$ cat src/rtl/cnc_pulse_gen_multi.sv
// Multi-axis DDA step/direction generator: a command FIFO is popped once per time slice and
// one DDA accumulator per axis emits step pulses. Define CNC_POS_CNT_EN for position counters.
module cnc_pulse_gen_multi #(
  parameter int unsigned AXES      = 2,
  parameter int unsigned NW        = 8,
  parameter int unsigned DEPTH     = 4,
  parameter int unsigned SLICE_CYC = 1000,
  parameter int unsigned TICK_HALF = 50,
  parameter int unsigned ACC_INIT  = 0,
  parameter int unsigned POS_W     = 16
) (
  input  logic                         clk,
  input  logic                         rst,
  input  logic                         wr,
  input  logic [AXES*NW-1:0]           din,
  input  logic [NW-1:0]                n_div,
  input  logic [AXES-1:0]              ls,
  output logic [AXES-1:0]              step,
  output logic [AXES-1:0]              dir,
  output logic                         flag_t,
  output logic                         full,
  output logic                         empty,
  output logic [$clog2(DEPTH+1)-1:0]   level,
  output logic [AXES*POS_W-1:0]        pos
);

  localparam int unsigned MW = NW - 1;
  localparam int unsigned LW = $clog2(DEPTH + 1);
  localparam int unsigned PW = (DEPTH > 1) ? $clog2(DEPTH) : 1;
  localparam int unsigned SW = (SLICE_CYC > 1) ? $clog2(SLICE_CYC) : 1;
  localparam int unsigned TP = 2 * TICK_HALF;
  localparam int unsigned TW = (TP > 1) ? $clog2(TP) : 1;

  logic [AXES*NW-1:0] mem_q [DEPTH];
  logic [AXES*NW-1:0] mem_d [DEPTH];
  logic [PW-1:0]      wr_ptr_q, wr_ptr_d, rd_ptr_q, rd_ptr_d;
  logic [LW-1:0]      count_q, count_d;
  logic               wr_q;
  logic [SW-1:0]      slice_q, slice_d;
  logic [TW-1:0]      tick_q, tick_d;
  logic               flag_q, flag_d;
  logic [MW-1:0]      mag_q [AXES];
  logic [MW-1:0]      mag_d [AXES];
  logic [NW-1:0]      acc_q [AXES];
  logic [NW-1:0]      acc_d [AXES];
  logic [AXES-1:0]    pend_q, pend_d;
  logic [AXES-1:0]    dir_q, dir_d;
  logic [NW:0]        sum [AXES];
  logic [NW:0]        diff [AXES];
  logic [AXES*NW-1:0] head;

  logic wr_rise, any_ls, boundary, tick_wrap, tick_hi, push, pop;

  function automatic logic [PW-1:0] ptr_inc(input logic [PW-1:0] p);
    return (p == PW'(DEPTH - 1)) ? '0 : p + PW'(1);
  endfunction

  always_comb begin
    wr_rise   = wr & ~wr_q;
    any_ls    = |ls;
    full      = (count_q == LW'(DEPTH));
    empty     = (count_q == '0);
    boundary  = (slice_q == SW'(SLICE_CYC - 1));
    tick_wrap = (tick_q == TW'(TP - 1));
    tick_hi   = (tick_q >= TW'(TICK_HALF));
    // full is taken before any same-cycle pop, so a write to a full FIFO is always lost
    push      = wr_rise & (din != '0) & ~any_ls & ~full;
    pop       = boundary & ~any_ls & ~empty;
    level     = count_q;
    flag_t    = flag_q;
    dir       = dir_q;
    head      = mem_q[rd_ptr_q];
  end

  always_comb begin
    mem_d    = mem_q;
    wr_ptr_d = wr_ptr_q;
    rd_ptr_d = rd_ptr_q;
    count_d  = count_q;
    if (push) begin
      mem_d[wr_ptr_q] = din;
      wr_ptr_d        = ptr_inc(wr_ptr_q);
    end
    if (pop) rd_ptr_d = ptr_inc(rd_ptr_q);
    if (push && !pop)      count_d = count_q + LW'(1);
    else if (pop && !push) count_d = count_q - LW'(1);
    if (any_ls) begin
      wr_ptr_d = '0;
      rd_ptr_d = '0;
      count_d  = '0;
    end
  end

  always_comb begin
    slice_d = boundary ? '0 : slice_q + SW'(1);
    tick_d  = tick_wrap ? '0 : tick_q + TW'(1);
    flag_d  = flag_q ^ boundary;
    dir_d   = dir_q;
    pend_d  = pend_q;
    for (int k = 0; k < AXES; k++) begin
      mag_d[k] = mag_q[k];
      acc_d[k] = acc_q[k];
      sum[k]   = {1'b0, acc_q[k]} + {2'b00, mag_q[k]};
      diff[k]  = sum[k] - {1'b0, n_div};
      if (boundary) begin
        if (pop) begin
          mag_d[k] = head[k*NW +: MW];
          dir_d[k] = head[k*NW + NW - 1];
        end else begin
          mag_d[k] = '0;
        end
      end
      if (tick_wrap) begin
        if (sum[k] > {1'b0, n_div}) begin
          acc_d[k]  = diff[k][NW-1:0];
          pend_d[k] = 1'b1;
        end else begin
          acc_d[k]  = sum[k][NW-1:0];
          pend_d[k] = 1'b0;
        end
      end
    end
  end

  // Limit switches gate their own axis combinationally, without waiting for a clock
  always_comb begin
    step = pend_q & {AXES{tick_hi}} & ~ls;
  end

  always_ff @(posedge clk) begin
    mem_q <= mem_d;
  end

  always_ff @(posedge clk) begin
    if (rst) begin
      wr_ptr_q <= '0;
      rd_ptr_q <= '0;
      count_q  <= '0;
      wr_q     <= 1'b0;
      slice_q  <= '0;
      tick_q   <= '0;
      flag_q   <= 1'b0;
      pend_q   <= '0;
      dir_q    <= '0;
      for (int k = 0; k < AXES; k++) begin
        mag_q[k] <= '0;
        acc_q[k] <= NW'(ACC_INIT);
      end
    end else begin
      wr_ptr_q <= wr_ptr_d;
      rd_ptr_q <= rd_ptr_d;
      count_q  <= count_d;
      wr_q     <= wr;
      slice_q  <= slice_d;
      tick_q   <= tick_d;
      flag_q   <= flag_d;
      pend_q   <= pend_d;
      dir_q    <= dir_d;
      for (int k = 0; k < AXES; k++) begin
        mag_q[k] <= mag_d[k];
        acc_q[k] <= acc_d[k];
      end
    end
  end

`ifdef CNC_POS_CNT_EN
  logic [AXES-1:0]  step_prev_q, step_prev_d;
  logic [POS_W-1:0] pos_q [AXES];
  logic [POS_W-1:0] pos_d [AXES];

  always_comb begin
    step_prev_d = step;
    pos         = '0;
    for (int k = 0; k < AXES; k++) begin
      pos_d[k] = pos_q[k];
      if (step[k] && !step_prev_q[k]) begin
        pos_d[k] = dir_q[k] ? pos_q[k] - POS_W'(1) : pos_q[k] + POS_W'(1);
      end
      pos[k*POS_W +: POS_W] = pos_q[k];
    end
  end

  always_ff @(posedge clk) begin
    if (rst) begin
      step_prev_q <= '0;
      for (int k = 0; k < AXES; k++) pos_q[k] <= '0;
    end else begin
      step_prev_q <= step_prev_d;
      for (int k = 0; k < AXES; k++) pos_q[k] <= pos_d[k];
    end
  end
`else
  assign pos = '0;
`endif

endmodule

$ cat config.mk
export PLATFORM = sky130hd
export DESIGN_NAME = cnc_pulse_gen_multi
export DESIGN_NICKNAME = d
export VERILOG_FILES = /design/src/rtl/cnc_pulse_gen_multi.sv
export SDC_FILE = /design/constraint.sdc
export NUM_CORES = 1
export LEC_CHECK = 0
export CAP_MARGIN = 20
export CORE_UTILIZATION = 35
export CTS_BUF_LIST = sky130_fd_sc_hd__clkbuf_4 sky130_fd_sc_hd__clkbuf_8
export DETAILED_ROUTE_END_ITERATION = 12
export HOLD_SLACK_MARGIN = 0.1
export SETUP_SLACK_MARGIN = 0.02
export SLEW_MARGIN = 25
export SYNTH_ARGS = -nofsm -noshare
export SYNTH_HDL_FRONTEND = slang
export SYNTH_SLANG_ARGS = --single-unit
$ cat constraint.sdc
create_clock -name clk -period 5.9 [get_ports clk]
set_input_delay 1.18 -clock clk [delete_from_list [all_inputs] [get_ports clk]]
set_output_delay 1.18 -clock clk [all_outputs]
set_load 0.005 [all_outputs]
==> flow_summary.json <==
{
  "hold_ws_ns": 0.459,
  "max_slew_margin_pct": 37.8,
  "rows": 49,
  "synth_area_leader_cell": "edfxtp_1",
  "final_cell_mix": "64 x edfxtp_1, 60 x dfxtp_1, 46 x nor2_1",
  "yosys_warnings": 0,
  "p_total_mw": 1.68,
  "grt_max_degree": 37,
  "clkLatencyLatePin_ns": 0.43,
  "p_sw_share_pct": 23.8,
  "routedWlPerCell_um": 15.6,
  "core-area_sq_mm": 0.0180,
  "final_cells": 827,
  "status": "completed",
  "p_seq_share_pct": 54.4,
  "worst-path-max-fanout": 9,
  "p_switching_mw": 0.400,
  "p_int_mw": 1.28,
  "worst-setup-path-type": "flop to flop",
  "cp_data_arrival_time_ns": 4.27,
  "critPathLaunch": "mag_q[0][0]$_SDFFE_PP0P_",
  "tightest_slew_ns": 0.930,
  "slew_viol_final": 0,
  "clkPwrFrac_pct": 40.2,
  "n_antenna_cell": 0,
  "cts_hold_buf": 0,
  "place_hpwl_um": 9220,
  "dp_cells": 796,
  "synth_edf_count": 64,
  "port_buffers": 38,
  "fin_setup_tns_ns": 0,
  "cts-root-buf": "clkbuf_8",
  "grt_pass1_vias": 4147,
  "dieHeight_um": 137,
  "use_met1_pct": 19.3,
  "track_usage_pct": 14.7,
  "grt_pass1_wl_um": 21000,
  "final.period_utilization_pct": 66.5,
  "numCtsBuffers": 17,
  "drive_gt1_share_pct": 10.9,
  "nets": 659,
  "worstPathRequired_ns": 6.25,
  "hold_violations": 0,
  "route.vias.total": 4223,
  "dieArea_sq_mm": 0.0189,
  "syn_inst": 544,
  "drc": 0,
  "htree_levels": 4,
  "num-fill-cells": 1688,
  "synth.top_cell.area_share_pct": 29.9,
  "clkSinkCount": 124,
  "cts_resized": 0,
  "crit-reg2reg-launch": "mag_q[0][0]$_SDFFE_PP0P_",
  "die_w_um": 137,
  "skew_ns": 0.00903,
  "async_flop_share_pct": 0,
  "ys_seq_area_share_pct": 48.6,
  "post-cts-setup-buffers": 0,
  "power.leakage_nw": 2.80,
  "avgSynthCellArea_sq_um": 11.8,
  "synth-seq-cells": 124,
  "syn_to_final_growth_pct": 13.2,
  "rsz0062_at_grt": "no",
  "gp_congestion": 0.886,
  "clk_pin_slew_ns": 0.08,
  "first_iter_violations": 197,
  "maxCapViolCount": 0,
  "cp-end-kind": "flop",
  "layout_commonest_cell": "edfxtp_1",
  "setup_violations": 0,
  "min-delay-start": "slice_q[0]$_SDFF_PP0_",
  "use_met3_pct": 3.68,
  "pwr-share-comb_pct": 5.3,
  "power.density_mw_per_mm2": 232,
  "synth_cell_types": 64,
  "startpoint_type": "flop",
  "synthFlopType": "edfxtp_1",
  "worst_hold_path_type": "flop to flop",
  "synth_area_sq_mm": 0.00642,
  "synth_area_leaders": "edfxtp_1 30%, dfxtp_1 19%, ha_1 7.6%",
  "gr-usage-met2_pct": 23.8,
  "clock_path_buffers": 2,
  "cts_tree": "yes",
  "finalCriticalPeriod_ns": 3.93,
  "grt.busiest_layer": "met2",
  "wl_um": 12900,
  "start_util_pct": 35.8,
  "max_freq_mhz": 255,
  "first_pass_iters": 4,
  "peakVddDrop_mv": 0.175,
  "pin_count": 71,
  "grt_overflow": 0,
  "drt.antenna.violating_nets": 0,
  "antenna_found_initial": 0,
  "avgViaCountPerCell": 5.11
}
-- sequential cells by signal, indices dropped and copies added (netlist names) --
register  count
mem_q        64
acc_q        16
mag_q        14
slice_q      10
tick_q        7
level         3
dir           2
pend_q        2
rd_ptr_q      2
wr_ptr_q      2
flag_t        1
wr_q          1
-- logic make-up (layout without fill, tap and decap cells) --
group	after synthesis	after routing	share of synthesized area, %
mux	30	30	7.81
xor+xnor	33	33	4.50
flops	124	124	48.6
simple gates	140	140	11.2
other cells	1	32	0.0584
buf+inv	68	91	6.04
fa+ha+maj	44	44	9.16
compound gates	104	104	12.6
-- final timing paths --
| check | endpoint | slack, ns | cells after the start |
|---|---|---|---|
| worst min register to register | slice_q[0]$_SDFF_PP0_ | 0.46 | 1 |
| worst min-delay path | slice_q[0]$_SDFF_PP0_ | 0.46 | 1 |
| worst max-delay path | acc_q[0][0]$_SDFFE_PP0P_ | 1.97 | 13 |
| worst max register to register | acc_q[0][0]$_SDFFE_PP0P_ | 1.97 | 13 |
-- critical path: stages (launching register included) --
cell and delay (ns):
dfxtp_1 0.34, ha_1 0.24, fa_1 0.45, a211oi_2 0.31
o21bai_1 0.12, a21oi_1 0.18, xnor2_1 0.14, ha_1 0.39
and3_1 0.22, nand4_1 0.17, a32oi_2 0.25, o21a_1 0.42
mux2_1 0.36, a211oi_1 0.24
-- Yosys cell counts, types with 6 or more instances --
cell	n
nor2_1	46
nand3_1	11
clkbuf_1	12
a211oi_1	8
buf_4	32
nor4_1	6
xnor2_1	22
edfxtp_1	64
and2_1	6
ha_1	39
xor2_1	11
mux2i_1	13
a21oi_1	22
dfxtp_1	60
nor3_1	15
a22o_1	14
inv_1	19
mux4_2	16
o21ai_0	9
and3_1	6
a21o_1	11
nand2_1	18
-- power by group through the flow --
stage	logic (mW)	clock network [mW]	registers, mW
after CTS	0.0898	0.698	0.916
final	0.0895	0.677	0.916
after floorplan	0.0652	0	0.935
after global placement	0.0868	0	0.935
after detailed placement	0.0890	0	0.936
after global routing	0.101	0.725	0.917
-- stage by stage --
step	setup WS [ns]	utilization (%)	area (sq um)
after floorplan	2.50	-	6540
after global placement	2.02	38.5	6910
after detailed placement	1.87	38.5	6910
after CTS	1.96	40.5	7270
after global routing	1.69	40.5	7270
final	1.97	40.5	7270
-- per-layer routing --
| layer | share of wire (%) | vias up |
|---|---|---|
| met5 | 0 | - |
| met4 | 1.3 | 0 |
| met3 | 4.3 | 13 |
| met2 | 47 | 111 |
| met1 | 47 | 2036 |
| li1 | - | 2063 |
-- layout make-up --
| cell class | count | area (sq um) | share of cell area [%] |
|---|---|---|---|
| inverters | 19 | 71.3 | 0.981 |
| clock inverters | 14 | 123 | 1.69 |
| well taps | 229 | 287 | 3.94 |
| multi-input cells | 383 | 3030 | 41.7 |
| repair buffers | 41 | 403 | 5.54 |
| clock buffers | 17 | 234 | 3.22 |
| flip-flops and latches | 124 | 3120 | 43.0 |
No activity file was read; power rests on OpenSTA's default activity.
